**src/rtl/c2g_pkg.sv**
```systemverilog
// Shared constants for the colour-to-grayscale pipeline.
// Optional gray8 output is controlled by the C2G_GRAY8_EN macro in the top.
package c2g_pkg;

    localparam int C2G_IN_W_DEFAULT  = 8;
    localparam int C2G_OUT_W_DEFAULT = C2G_IN_W_DEFAULT + 2;

    // Green carries double weight, applied as a left shift.
    localparam int C2G_GREEN_SHIFT = 1;

    // Round-half-up before dividing the 4-weight sum down to IN_W bits.
    localparam int C2G_ROUND      = 2;
    localparam int C2G_GRAY_SHIFT = 2;

endpackage

```
**src/rtl/c2g_pipe_stage.sv**
```systemverilog
// Valid/ready register slice: holds one word and advances when empty
// or when the downstream side accepts its current word.
module c2g_pipe_stage #(
    parameter int W = 8
) (
    input  logic         clk,
    input  logic         rst_n,
    input  logic         valid_i,
    input  logic [W-1:0] data_i,
    output logic         ready_o,
    output logic         valid_o,
    output logic [W-1:0] data_o,
    input  logic         ready_i
);

    logic         valid_q, valid_d;
    logic [W-1:0] data_q, data_d;

    assign ready_o = !valid_q || ready_i;
    assign valid_o = valid_q;
    assign data_o  = data_q;

    // Data is only captured for a real word, so idle inputs never disturb it.
    always_comb begin
        valid_d = valid_q;
        data_d  = data_q;
        if (ready_o) begin
            valid_d = valid_i;
            if (valid_i) begin
                data_d = data_i;
            end
        end
    end

    always_ff @(posedge clk) begin
        if (!rst_n) begin
            valid_q <= 1'b0;
            data_q  <= '0;
        end else begin
            valid_q <= valid_d;
            data_q  <= data_d;
        end
    end

endmodule

```
**src/rtl/color_to_grayscale.sv**
```systemverilog
// Two-stage R + 2G + B grayscale pipeline with valid/ready flow control.
// Define C2G_GRAY8_EN to add the rounded, saturated gray8_out output.
module color_to_grayscale
    import c2g_pkg::*;
#(
    parameter int IN_W  = C2G_IN_W_DEFAULT,
    parameter int OUT_W = IN_W + 2
) (
    input  logic             clk,
    input  logic             rst_n,
    input  logic [IN_W-1:0]  R_in,
    input  logic [IN_W-1:0]  G_in,
    input  logic [IN_W-1:0]  B_in,
    input  logic             valid_in,
    output logic             ready_in,
    output logic [OUT_W-1:0] grayscale_out,
`ifdef C2G_GRAY8_EN
    output logic [IN_W-1:0]  gray8_out,
`endif
    output logic             valid_out,
    input  logic             ready_out
);

    if (OUT_W != IN_W + 2) begin : g_bad_out_w
        $error("color_to_grayscale: OUT_W must equal IN_W+2");
    end

    localparam int CW = IN_W + 1;

    logic [CW-1:0]    rbSum, gScaled;
    logic [2*CW-1:0]  s1Data;
    logic             s1Valid, s2Ready;
    logic [OUT_W-1:0] graySum;

    assign rbSum   = CW'(R_in) + CW'(B_in);
    assign gScaled = CW'(G_in) << C2G_GREEN_SHIFT;

    c2g_pipe_stage #(.W(2 * CW)) u_stage1 (
        .clk     (clk),
        .rst_n   (rst_n),
        .valid_i (valid_in),
        .data_i  ({rbSum, gScaled}),
        .ready_o (ready_in),
        .valid_o (s1Valid),
        .data_o  (s1Data),
        .ready_i (s2Ready)
    );

    assign graySum = OUT_W'(s1Data[2*CW-1:CW]) + OUT_W'(s1Data[CW-1:0]);

`ifdef C2G_GRAY8_EN
    logic [OUT_W:0]        rounded;
    logic [OUT_W-1:0]      shifted;
    logic [IN_W-1:0]       gray8;
    logic [OUT_W+IN_W-1:0] s2Data;

    // gray8 is derived before stage 2 so it travels alongside the sum.
    assign rounded = (OUT_W + 1)'(graySum) + (OUT_W + 1)'(C2G_ROUND);
    assign shifted = OUT_W'(rounded >> C2G_GRAY_SHIFT);
    assign gray8   = (|shifted[OUT_W-1:IN_W]) ? '1 : shifted[IN_W-1:0];

    c2g_pipe_stage #(.W(OUT_W + IN_W)) u_stage2 (
        .clk     (clk),
        .rst_n   (rst_n),
        .valid_i (s1Valid),
        .data_i  ({gray8, graySum}),
        .ready_o (s2Ready),
        .valid_o (valid_out),
        .data_o  (s2Data),
        .ready_i (ready_out)
    );

    assign grayscale_out = s2Data[OUT_W-1:0];
    assign gray8_out     = s2Data[OUT_W+IN_W-1:OUT_W];
`else
    c2g_pipe_stage #(.W(OUT_W)) u_stage2 (
        .clk     (clk),
        .rst_n   (rst_n),
        .valid_i (s1Valid),
        .data_i  (graySum),
        .ready_o (s2Ready),
        .valid_o (valid_out),
        .data_o  (grayscale_out),
        .ready_i (ready_out)
    );
`endif

endmodule

```
**config.mk**
```make
export PLATFORM = sky130hd
export DESIGN_NAME = color_to_grayscale
export DESIGN_NICKNAME = d
export VERILOG_FILES = /design/src/rtl/c2g_pkg.sv /design/src/rtl/c2g_pipe_stage.sv /design/src/rtl/color_to_grayscale.sv
export SDC_FILE = /design/constraint.sdc
export NUM_CORES = 1
export LEC_CHECK = 0
export ABC_AREA = 1
export ABC_CLOCK_PERIOD_IN_PS = 2800
export BUFFER_PORTS_ARGS = -buffer_cell sky130_fd_sc_hd__buf_2
export CAP_MARGIN = 20
export CORE_UTILIZATION = 55
export CTS_BUF_LIST = sky130_fd_sc_hd__clkbuf_8
export DETAILED_ROUTE_END_ITERATION = 10
export PLACE_DENSITY = 0.79
export SYNTH_ARGS = -nofsm -noshare
export SYNTH_HDL_FRONTEND = slang
export SYNTH_HIERARCHICAL = 1
export SYNTH_SLANG_ARGS = --single-unit
```
**constraint.sdc**
```tcl
create_clock -name clk -period 2.8 [get_ports clk]
set_input_delay 0.84 -clock clk [delete_from_list [all_inputs] [get_ports clk]]
set_output_delay 0.84 -clock clk [all_outputs]
set_load 0.02 [all_outputs]
```
======== Yosys cells after proc, flatten, opt, wreduce, memory -nomap -nowiden ========
Index checks and enable logic that the tools add are counted.
word-level totals
  flip-flop bits (word level) ............. 29
  bits of input ports ..................... 28
  output and inout bits ................... 12
  logic and storage cells ................. 12
cells by class
  $add $sub $neg .......................... 2
  reduce and logical (&&, ||, !) cells .... 6
operators with widths
  kind                                     count
  9-bit by 9-bit adder with 10-bit output  1
  8-bit by 8-bit adder with 9-bit output   1
  2-bit AND reduction                      2
  1-bit logical NOT                        2
  1-bit logical OR                         2

======== Depth between registers and ports, before layout ========
Gate-level depths: netlist (run 1).
  depth after elaboration ................. 4
  mapped depth ............................ 14

======== Hierarchy ========
Netlist (run 1), hierarchy kept.
modules (own cells, without submodules)
  module                     times used  cells each  area each (um2)
  c2g_pipe_stage (u_stage1)  1           123         908.4
  color_to_grayscale         1           144         802.0
  c2g_pipe_stage (u_stage2)  1           70          500.5

======== Worst setup path before layout (run 1) ========
OpenSTA, ideal clock, no wires.
  kind .................................... input -> output
  from .................................... input ready_out
  to ...................................... output ready_in
  data arrival time ....................... 1476 ps
  required time ........................... 1960 ps
  path slack .............................. 484 ps
  stages on the path ...................... 7
  buffers on the path ..................... 3
  cell sequence ........................... inv_1 nand2_2 buf_6 inv_1 nand2_2 buf_6 buf_12
on the way
  word-level cells in the longest chain between the ends .. 2
ends and longest elaborated chain
  what                RTL line                  RTL
  start: declaration  color_to_grayscale.sv:21  input logic ready_out
  1-bit logical OR    c2g_pipe_stage.sv:19      assign ready_o = !valid_q || ready_i;
  net s2Ready         color_to_grayscale.sv:32  logic s1Valid, s2Ready;
  1-bit logical OR    c2g_pipe_stage.sv:19
  end: declaration    color_to_grayscale.sv:15  output logic ready_in,
The timed path passes the listed nets, and every way through them passes these cells.

======== Worst setup path after layout (run 1) ========
Ends and elaborated chain as after synthesis.

==> run summary, run 1 <==
Routed via count - 2030
Bufs and invs on worst path - 4
Multiplexer share of the synthesized area - 0%
Vias/cell - 4.833
CP cell instances - buf_2 > inv_1 > nand2_2 > inv_1 > nand2_2 > buf_2
Period minus WS final - 2.160 ns
Post-Synth Simple-Gate Area - 32.26%
Least-Margin Pin Slew - 0.7100 ns
Clk Latency, worst-skew pair - 0.28 ns
Hold Path Class - reg -> reg
Post-synth EDFFs - 0
Yosys synthesis warning count - 6
Fin nets - 418
CP max stage cell - buf_2
Max-slew violations - 0
Area contributors post-synth - dfxtp_1 (27%), nand2_1 (15%), inv_1 (10%), ha_1 (9.6%), nand3_1 (8.6%)
Post-Syn Area - 2211 µm²
CP top delay family - buffers and inverters
Syn Nets - 384
TritonRoute pass-1 iters - 4
Sink Count - 30
Run status - complete, no violations
Drt total wl - 3994 µm
Grt total ovfl - 0
Hold Fails Final Rpt - 0
Sw Share - 32.17%
Post-CTS Hold Buffers - 0
Maximum clock path buffer count - 2
Compound-gate portion of the synthesized area - 9.904%
GPL Wtd Cong - 0.8147
Crit Path Class - in -> out
Worst setup SP type - input pin
Clock slew seen by the registers of the worst setup and hold paths - 0.07 ns
Synth Area in Adders - 11.43%
Fin Setup TNS - 0 ns
First-pass GRT wire length - 7169 µm
CP max FO - 2
Gates resized, CTS repair - 0
Crit-path max cell delay - 0.17 ns
Layout area overhead - 10.53%
Root buffer selected by CTS - clkbuf_8
CORE AREA - 3771 µm²
Share of power burned in registers - 41.2%
Hold WS - 0.4766 ns
H-tree Lvls - 2
DP Wirelength - 2978 µm
Cell taking the most area after synthesis - dfxtp_1
Power per cell area - 479.6 nW/µm²
Worst VDD drop - 0.2541 mV
Final ANT Viol Nets - 0
Post-route cell area - 2444 µm²
Synth Flop Type - dfxtp_1
CTS tree - built
Rows - 22
# setup viols final - 0
Total CTS buffers - 5
Share of cells above drive strength 1 - 16.94%
Combinational share of power - 28.1%
Hold Startpoint - u_stage2/data_o[0]
Final std cells w/o fill - 420
CP endpoint kind - output pin
R2r startpoint - u_stage1/data_o[9]
DR iter-0 viols - 106
Number of fill cells - 351
Static Leak - 0.001421 µW
Crit path launch - ready_out
Die area - 4277 µm²
Setup bufs post-CTS - 0
Inst Count DP - 412
Chip width - 65.40 µm
Sequential cell area fraction in the yosys report - 27.16%
# IOs - 40
Die Ht - 65.40 µm
Overall Global Routing Usage - 21.23%
Largest net degree at the start of global routing - 38
Synth Instances - 337
Fmax - 0.4630 GHz
# DRC - 0
Synth top area share - 27.16%
Clk pwr share - 30.8%
Xor/xnor share of the synthesized area - 2.377%
Final worst path period share - 77.14%
Largest family of logic cells by synthesized area - simple AND/OR/NAND/NOR gates
Placed inst area - 2349 µm²
RSZ-0062 raised after global routing - no
Crit path DAT - 1.32 ns
Internal power - 794.9 µW
Syn Area/Cell - 6.560 µm²
Ys async rst share - 0%
#FFs+latches synth - 30
Vias in the first global route - 1781
Critical Path RT - 1.96 ns
Number of distinct library cells after synthesis - 22
Initial Utilization - 58.63%
Switching power - 377.1 µW
Util after Layout - 64.80%
MaxCap Viol Count - 0
Clock Skew - 0.009938 ns
Initial antenna violation count - 0
Post-DR wirelength/cell - 9.510 µm
Slew HR - 52.67%
PortBufs - 39
# diodes - 0
-- final timing paths --
kind	slack [ns]	cells past startpoint	end
setup reg to reg	1.03	14	u_stage2/data_o[8]
hold / removal	0.48	2	u_stage2/data_o[0]
hold reg to reg	0.48	2	u_stage2/data_o[0]
setup / recovery	0.64	6	ready_in
-- state kept, by name, indices dropped and copies added, names as in the netlist --
signal	count
u_stage1/data_o	18
u_stage2/data_o	10
u_stage1/valid_o	1
u_stage2/valid_o	1
-- power groups by stage --
stage | Clock, µW | Sequential, µW | Combinational [µW]
after floorplan | 0 | 504 | 249
after global placement | 0 | 491 | 321
after detailed placement | 0 | 492 | 330
after CTS | 366 | 483 | 331
after global routing | 384 | 486 | 386
final | 360 | 483 | 329
-- final cells by class --
cell class	count	area, µm²	share of cell area [%]
clock buffers	6	82.58	3.379
clock inverters	2	12.51	0.5120
inverters	61	229.0	9.370
multi-input cells	231	1241	50.79
flip-flops and latches	30	600.6	24.58
well taps	48	60.06	2.458
repair buffers	42	217.7	8.909
-- worst register-to-register path, delay by kind of cell, from the launching register on --
| kind | cells | cell delay (ns) |
|---|---|---|
| DFF | 1 | 0.36 |
| buffers and inverters | 3 | 0.17 |
| adders and majority gates | 2 | 0.58 |
| and+or+nand+nor | 9 | 0.63 |
-- cells in the final DEF (no fill, tap or decap) --
cell type and n:
nand3_1 38, dfxtp_1 30, nand3b_1 3, a21oi_2 9, buf_4 3, or2_1 2
clkinvlp_4 1, xnor2_1 3, a21oi_1 25, nand3_2 1, conb_1 1, clkinv_2 1
fa_1 2, ha_1 17, buf_2 39, xor2_1 3, inv_1 61, nand2_1 87
nor2_1 34, a21boi_1 2, nor3_1 1, nand2_2 3, clkbuf_8 6
-- cell usage after synthesis (3+ instances only) --
cell type   n
nand2_1    87
inv_1      61
nand3_1    38
nor2_1     34
dfxtp_1    30
a21oi_1    25
ha_1       17
a21oi_2     9
buf_6       6
buf_4       5
buf_2       3
nand2_2     3
nand3b_1    3
xnor2_1     3
xor2_1      3
-- per-layer routing --
| metal | track usage, % | part of all wire, % | vias to the layer above | routed length [µm] |
|---|---|---|---|---|
| li1 | - | - | 1105 | - |
| met3 | 5.208 | 2.7 | 4 | 109 |
| met2 | 38.14 | 48 | 36 | 1910 |
| met4 | 4.891 | 0.95 | 0 | 38 |
| met1 | 25.11 | 48 | 885 | 1934 |
| met5 | 0 | 0 | - | 0 |
-- cells by family (layout without fill, tap and decap cells) --
logic type      count (synthesis)  in the layout
fa+ha+maj                      19             19
buf+inv                        76            111
compound gates                 36             36
flops                          30             30
other cells                     1              1
xor+xnor                        6              6
simple gates                  169            169
-- metrics by stage --
stage,setup slack (ns),power [µW]
floorplan,0.4845,753.2
global placement,0.5021,811.7
detailed placement,0.4292,821.9
CTS,0.6285,1180
global route,0.5791,1257
finish,0.6400,1172
No activity file was read; power rests on OpenSTA's default activity.
==> inputs of run 2 (changes only) <==
--- a/config.mk
+++ b/config.mk
@@ -6,7 +6,7 @@
 export NUM_CORES = 1
 export LEC_CHECK = 0
 export ABC_AREA = 1
-export ABC_CLOCK_PERIOD_IN_PS = 2800
+export ABC_CLOCK_PERIOD_IN_PS = 2040
 export BUFFER_PORTS_ARGS = -buffer_cell sky130_fd_sc_hd__buf_2
 export CAP_MARGIN = 20
 export CORE_UTILIZATION = 55
==> constraint.sdc (replaced) <==
create_clock -name clk -period 2.04 [get_ports clk]
set_input_delay 0.612 -clock clk [delete_from_list [all_inputs] [get_ports clk]]
set_output_delay 0.612 -clock clk [all_outputs]
set_load 0.02 [all_outputs]
==> run summary, run 2 (same netlist as run 1, synthesis figures left out) <==
Run status - complete, no violations (unchanged)
Util after Layout - 65.99% (was 64.80%)
Initial antenna violation count - 0 (unchanged)
Share of cells above drive strength 1 - 17.16% (was 16.94%)
Pwr Total - 1710 µW (was 1172 µW)
Post-CTS Hold Buffers - 0 (unchanged)
Gates resized, CTS repair - 0 (unchanged)
DP Wirelength - 2931 µm (was 2978 µm)
Overall Global Routing Usage - 21.19% (was 21.23%)
Rows - 22 (unchanged)
Vias/cell - 4.800 (was 4.833)
Critical Path RT - 2.21 ns (was 1.96 ns)
MaxCap Viol Count - 0 (unchanged)
Reg2Reg Capture Point - u_stage2/data_o[6] (was u_stage2/data_o[8])
First-pass GRT wire length - 7044 µm (was 7169 µm)
Layout area overhead - 12.56% (was 10.53%)
RSZ-0062 raised after global routing - no (unchanged)
Sink Count - 30 (unchanged)
Max-slew violations - 0 (unchanged)
Hold path cells - 2 (unchanged)
Largest net degree at the start of global routing - 38 (unchanged)
Clk Latency, worst-skew pair - 0.27 ns (was 0.28 ns)
Die area - 4277 µm² (unchanged)
GPL Wtd Cong - 0.8286 (was 0.8147)
Crit Path Class - in -> reg (was in -> out)
Worst setup SP type - input pin (unchanged)
Clock Skew - 0.004632 ns (was 0.009938 ns)
Slew HR - 65.05% (was 52.67%)
Final std cells w/o fill - 421 (was 420)
Grt total ovfl - 0 (unchanged)
R2r startpoint - u_stage1/data_o[9] (unchanged)
Hold WS - 0.4758 ns (was 0.4766 ns)
Period minus WS final - 1.801 ns
Least-Margin Pin Slew - 0.5243 ns (was 0.7100 ns)
# setup viols final - 0 (unchanged)
Fmax - 0.5552 GHz
H-tree Lvls - 2 (unchanged)
Final worst path period share - 88.29%
Die Ht - 65.40 µm (unchanged)
DR iter-0 viols - 90 (was 106)
Hold Fails Final Rpt - 0 (unchanged)
Fin nets - 420 (was 418)
R2R Setup Slk - 0.27 ns (was 1.03 ns)
Worst VDD drop - 0.3704 mV (was 0.2541 mV)
CP max FO - 2 (unchanged)
Power per cell area - 687.0 nW/µm² (was 479.6 nW/µm²)
PortBufs - 39 (unchanged)
Commonest non-fill, non-tap cell in the layout - nand2_1 (unchanged)
Crit path launch - R_in[0] (was ready_out)
Clock slew seen by the registers of the worst setup and hold paths - 0.06 ns (was 0.07 ns)
Hold Path Class - reg -> reg (unchanged)
FF-to-FF path depth - 13 (was 14)
Initial Utilization - 58.63% (unchanged)
Static Leak - 0.001445 µW (was 0.001421 µW)
Crit path DAT - 1.97 ns (was 1.32 ns)
Setup ws final - 0.2390 ns (was 0.6400 ns)
CTS tree - built (unchanged)
Hold Startpoint - u_stage2/data_o[6] (was u_stage2/data_o[0])
Vias in the first global route - 1783 (was 1781)
TritonRoute pass-1 iters - 4 (unchanged)
CORE AREA - 3771 µm² (unchanged)
Routed via count - 2021 (was 2030)
CP endpoint kind - flip-flop (was output pin)
# diodes - 0 (unchanged)
Chip width - 65.40 µm (unchanged)
Drt total wl - 3845 µm (was 3994 µm)
Inst Count DP - 414 (was 412)
Most frequent cells in the layout - nand2_1 (87), inv_1 (61), buf_2 (39), nand3_1 (38), nor2_1 (34) (unchanged)
# IOs - 40 (unchanged)
# DRC - 0 (unchanged)
Maximum clock path buffer count - 2 (unchanged)
Largest register FFs - 18 (unchanged)
Dpl ws - -0.05496 ns (was 0.4292 ns)
Setup bufs post-CTS - 0 (unchanged)
Post-DR wirelength/cell - 9.133 µm (was 9.510 µm)
Final ANT Viol Nets - 0 (unchanged)
Hold Path End - u_stage2/data_o[6] (was u_stage2/data_o[0])
Total CTS buffers - 5 (unchanged)
Root buffer selected by CTS - clkbuf_8 (unchanged)
[run 2: cell types whose count changed in the layout (fill, tap and decap cells not counted)]
cell,delta
buf_12,+1
buf_4,+1
clkinv_2,-1
bufinv_16,+1
clkinvlp_4,-1
[run 2: worst max path at each step]
| stage | cells after the start | end | slack (ns) |
|---|---|---|---|
| 2_1_floorplan | 12 | u_stage1/data_o[15] | 0.16 |
| 3_3_place_gp | 13 | u_stage1/data_o[15] | -0.002 |
| 3_5_place_dp | 13 | u_stage1/data_o[17] | -0.05 |
| 4_1_cts | 13 | u_stage1/data_o[17] | 0.24 |
| 5_1_grt | 13 | u_stage1/data_o[17] | 0.08 |
| 6_report | 13 | u_stage1/data_o[17] | 0.24 |
[run 2: worst max-delay path, stage by stage]
cell and delay (ns):
buf_2 0.10, ha_1 0.21, fa_1 0.39, nand2_1 0.08, nand2_1 0.07, nand3b_1 0.10, nand2_1 0.07, nand2_1 0.06
nand2_1 0.04, inv_1 0.04, nand3_1 0.06, nand2_1 0.08, nor2_1 0.05
[run 2: metal layers]
layer	vias to the layer above	GRT usage [%]	wire (µm)
li1	1108	-	-
met1	872	23.82	1839
met2	33	37.37	1807
met3	8	4.688	92
met4	0	10.33	106
met5	-	0	0
[run 2: final cells by class]
| type | count | area [µm²] |
|---|---|---|
| Inverter | 61 | 229.0 |
| Sequential cell | 30 | 600.6 |
| Clock inverter | 1 | 30.03 |
| Clock buffer | 6 | 82.58 |
| Multi-Input combinational cell | 231 | 1241 |
| Timing Repair Buffer | 44 | 245.2 |
| Tap cell | 48 | 60.06 |
| Fill cell | 341 | 1282 |
[run 2: where the power goes]
| part | switching, µW | internal, µW | leakage, µW |
|---|---|---|---|
| Clock | 204 | 390 | 0.0000573 |
| Sequential | 31.0 | 635 | 0.000249 |
| Combinational | 259 | 192 | 0.00114 |
| Total | 494 | 1220 | 0.00144 |
[run 2: through the flow]
step | setup TNS, ns | cell area (µm²)
global placement | -0.002403 | 2376
finish | 0 | 2489
global route | 0 | 2489
detailed placement | -0.09183 | 2376
CTS | 0 | 2489
floorplan | 0 | 2211
==> inputs of run 3 (changes only) <==
--- a/config.mk
+++ b/config.mk
@@ -9,10 +9,11 @@
 export ABC_CLOCK_PERIOD_IN_PS = 2040
 export BUFFER_PORTS_ARGS = -buffer_cell sky130_fd_sc_hd__buf_2
 export CAP_MARGIN = 20
-export CORE_UTILIZATION = 55
+export CORE_UTILIZATION = 58
 export CTS_BUF_LIST = sky130_fd_sc_hd__clkbuf_8
 export DETAILED_ROUTE_END_ITERATION = 10
-export PLACE_DENSITY = 0.79
+export GPL_TIMING_DRIVEN = 0
+export PLACE_DENSITY_LB_ADDON = 0.12
 export SYNTH_ARGS = -nofsm -noshare
 export SYNTH_HDL_FRONTEND = slang
 export SYNTH_HIERARCHICAL = 1
==> run summary, run 3 (same netlist as run 1, synthesis figures left out) <==
Largest net degree at the start of global routing - 11 (was 38)
Overall Global Routing Usage - 25.03% (was 21.19%)
Die Ht - 63.74 µm (was 65.40 µm)
CP endpoint kind - output pin (was flip-flop)
Grt total ovfl - 0 (unchanged)
Crit Path Class - in -> out (was in -> reg)
CORE AREA - 3661 µm² (was 3771 µm²)
Static Leak - 0.001513 µW (was 0.001445 µW)
Crit path DAT - 1.37 ns (was 1.97 ns)
Max-slew violations - 0 (unchanged)
Post-route cell area - 2586 µm² (was 2489 µm²)
Worst VDD drop - 0.3372 mV (was 0.3704 mV)
Pwr Total - 1704 µW (was 1710 µW)
Clk Latency, worst-skew pair - 0.27 ns (about the same)
Dpl ws - -0.1586 ns (was -0.05496 ns)
Number of fill cells - 324 (was 341)
Routed via count - 2117 (was 2021)
Hold Fails Final Rpt - 0 (unchanged)
Power per cell area - 659.0 nW/µm² (was 687.0 nW/µm²)
Rows - 22 (unchanged)
First-pass GRT wire length - 7955 µm (was 7044 µm)
CTS tree - built (unchanged)
Placed inst area - 2461 µm² (was 2376 µm²)
Commonest non-fill, non-tap cell in the layout - nand2_1 (unchanged)
R2R Setup Slk - 0.29 ns (was 0.27 ns)
Chip width - 63.74 µm (was 65.40 µm)
FF+latch area - 600.6 µm² (unchanged)
H-tree Lvls - 2 (unchanged)
Run status - complete, no violations (unchanged)
Die area - 4063 µm² (was 4277 µm²)
Footprint of the multi-input gates - 1246 µm² (was 1241 µm²)
Crit path launch - ready_out (was R_in[0])
Reg2Reg Capture Point - u_stage2/data_o[8] (was u_stage2/data_o[6])
# IOs - 40 (unchanged)
Fin Setup TNS - 0 ns (unchanged)
Sink Count - 30 (unchanged)
Clock slew seen by the registers of the worst setup and hold paths - 0.06 ns (about the same)
GPL Wtd Cong - 0.8715 (was 0.8286)
Initial antenna violation count - 0 (unchanged)
DR iter-0 viols - 88 (was 90)
Share of cells above drive strength 1 - 19.48% (was 17.16%)
DP Wirelength - 3579 µm (was 2931 µm)
Post-CTS Hold Buffers - 0 (unchanged)
# diodes - 0 (unchanged)
Clock Skew - 0.002835 ns (was 0.004632 ns)
Maximum clock path buffer count - 2 (unchanged)
Setup ws final - 0.05337 ns (was 0.2390 ns)
Fmax - 0.5034 GHz (was 0.5552 GHz)
Most frequent cells in the layout - nand2_1 (87), inv_1 (62), buf_2 (40), nand3_1 (38), nor2_1 (34) (was nand2_1 (87), inv_1 (61), buf_2 (39), nand3_1 (38), nor2_1 (34))
Critical Path RT - 1.43 ns (was 2.21 ns)
Largest register FFs - 18 (unchanged)
Final worst path period share - 97.38% (was 88.29%)
Initial Utilization - 60.39% (was 58.63%)
CP max FO - 10 (was 2)
Total CTS buffers - 5 (unchanged)
Period minus WS final - 1.987 ns (was 1.801 ns)
Worst setup SP type - input pin (unchanged)
# setup viols final - 0 (unchanged)
Root buffer selected by CTS - clkbuf_8 (unchanged)
RSZ-0062 raised after global routing - no (unchanged)
Worst Setup EP - ready_in (was u_stage1/data_o[17])
# DRC - 0 (unchanged)
Layout area overhead - 16.98% (was 12.56%)
Final ANT Viol Nets - 0 (unchanged)
Vias in the first global route - 1943 (was 1783)
PortBufs - 38 (was 39)
Hold Path Class - reg -> reg (unchanged)
Vias/cell - 4.889 (was 4.800)
Drt total wl - 4504 µm (was 3845 µm)
R2r startpoint - u_stage1/data_o[9] (unchanged)
TritonRoute pass-1 iters - 7 (was 4)
MaxCap Viol Count - 0 (unchanged)
Util after Layout - 70.64% (was 65.99%)
Fin nets - 431 (was 420)
Post-DR wirelength/cell - 10.40 µm (was 9.133 µm)
FF-to-FF path depth - 13 (unchanged)
## run 3: cell types whose count changed in the layout (fill, tap and decap cells not counted)
cell	before	now
inv_2	0	1
inv_1	61	62
clkbuf_8	6	5
buf_4	4	9
nand2_2	3	2
buf_2	39	40
nand2_4	0	1
buf_6	0	5
## run 3: worst min path at each step
stage / startpoint / end / cells past startpoint
6_report: u_stage2/data_o[0] / u_stage2/data_o[0] / 2
5_1_grt: u_stage2/data_o[0] / u_stage2/data_o[0] / 2
4_1_cts: u_stage2/data_o[0] / u_stage2/data_o[0] / 2
3_5_place_dp: u_stage2/data_o[2] / u_stage2/data_o[2] / 2
3_3_place_gp: u_stage2/data_o[4] / u_stage2/data_o[4] / 2
2_1_floorplan: u_stage1/data_o[14] / u_stage1/data_o[14] / 2
## run 3: final cells by class
class	instances	share of cell area (%)
timing repair buffer	41	8.321
sequential	30	23.22
buffer	14	4.983
tap	48	2.322
inverter	61	8.853
clock buffer	5	2.661
clock inverter	3	1.451
multi-input combinational	231	48.19
## run 3: through the flow
stage | cells | hold slack (ns)
after floorplan | 337 | 0.4556
after global placement | 423 | 0.4557
after detailed placement | 423 | 0.4679
after CTS | 433 | 0.4826
after global routing | 433 | 0.5053
final | 433 | 0.4751
## run 3: report_power, final
group	switching (µW)	internal [µW]	total, µW
Sequential	29.9	635	664
Combinational	275	202	477
Clock	208	355	562
Total	513	1190	1700
## run 3: what timing repair did
item | in CTS | in global routing
pin swaps | 1 | 0
setup buffers | 3 | 0
resized for setup | 2 | 1
endpoints found under the setup margin | 1 | 1
## run 3: critical path, cell delays in order
cell and delay, ns:
buf_2 0.10, inv_2 0.06, nand2_4 0.05, inv_1 0.06, nand2_2 0.06, buf_6 0.13, buf_12 0.14, buf_4 0.15
## run 3: layer usage
| metal | vias up | global-route usage [%] | routed length (µm) |
|---|---|---|---|
| li1 | 1132 | - | - |
| met5 | - | 0 | 0 |
| met3 | 9 | 5.179 | 158 |
| met1 | 923 | 24.75 | 1855 |
| met4 | 0 | 9.375 | 77 |
| met2 | 53 | 49.87 | 2412 |
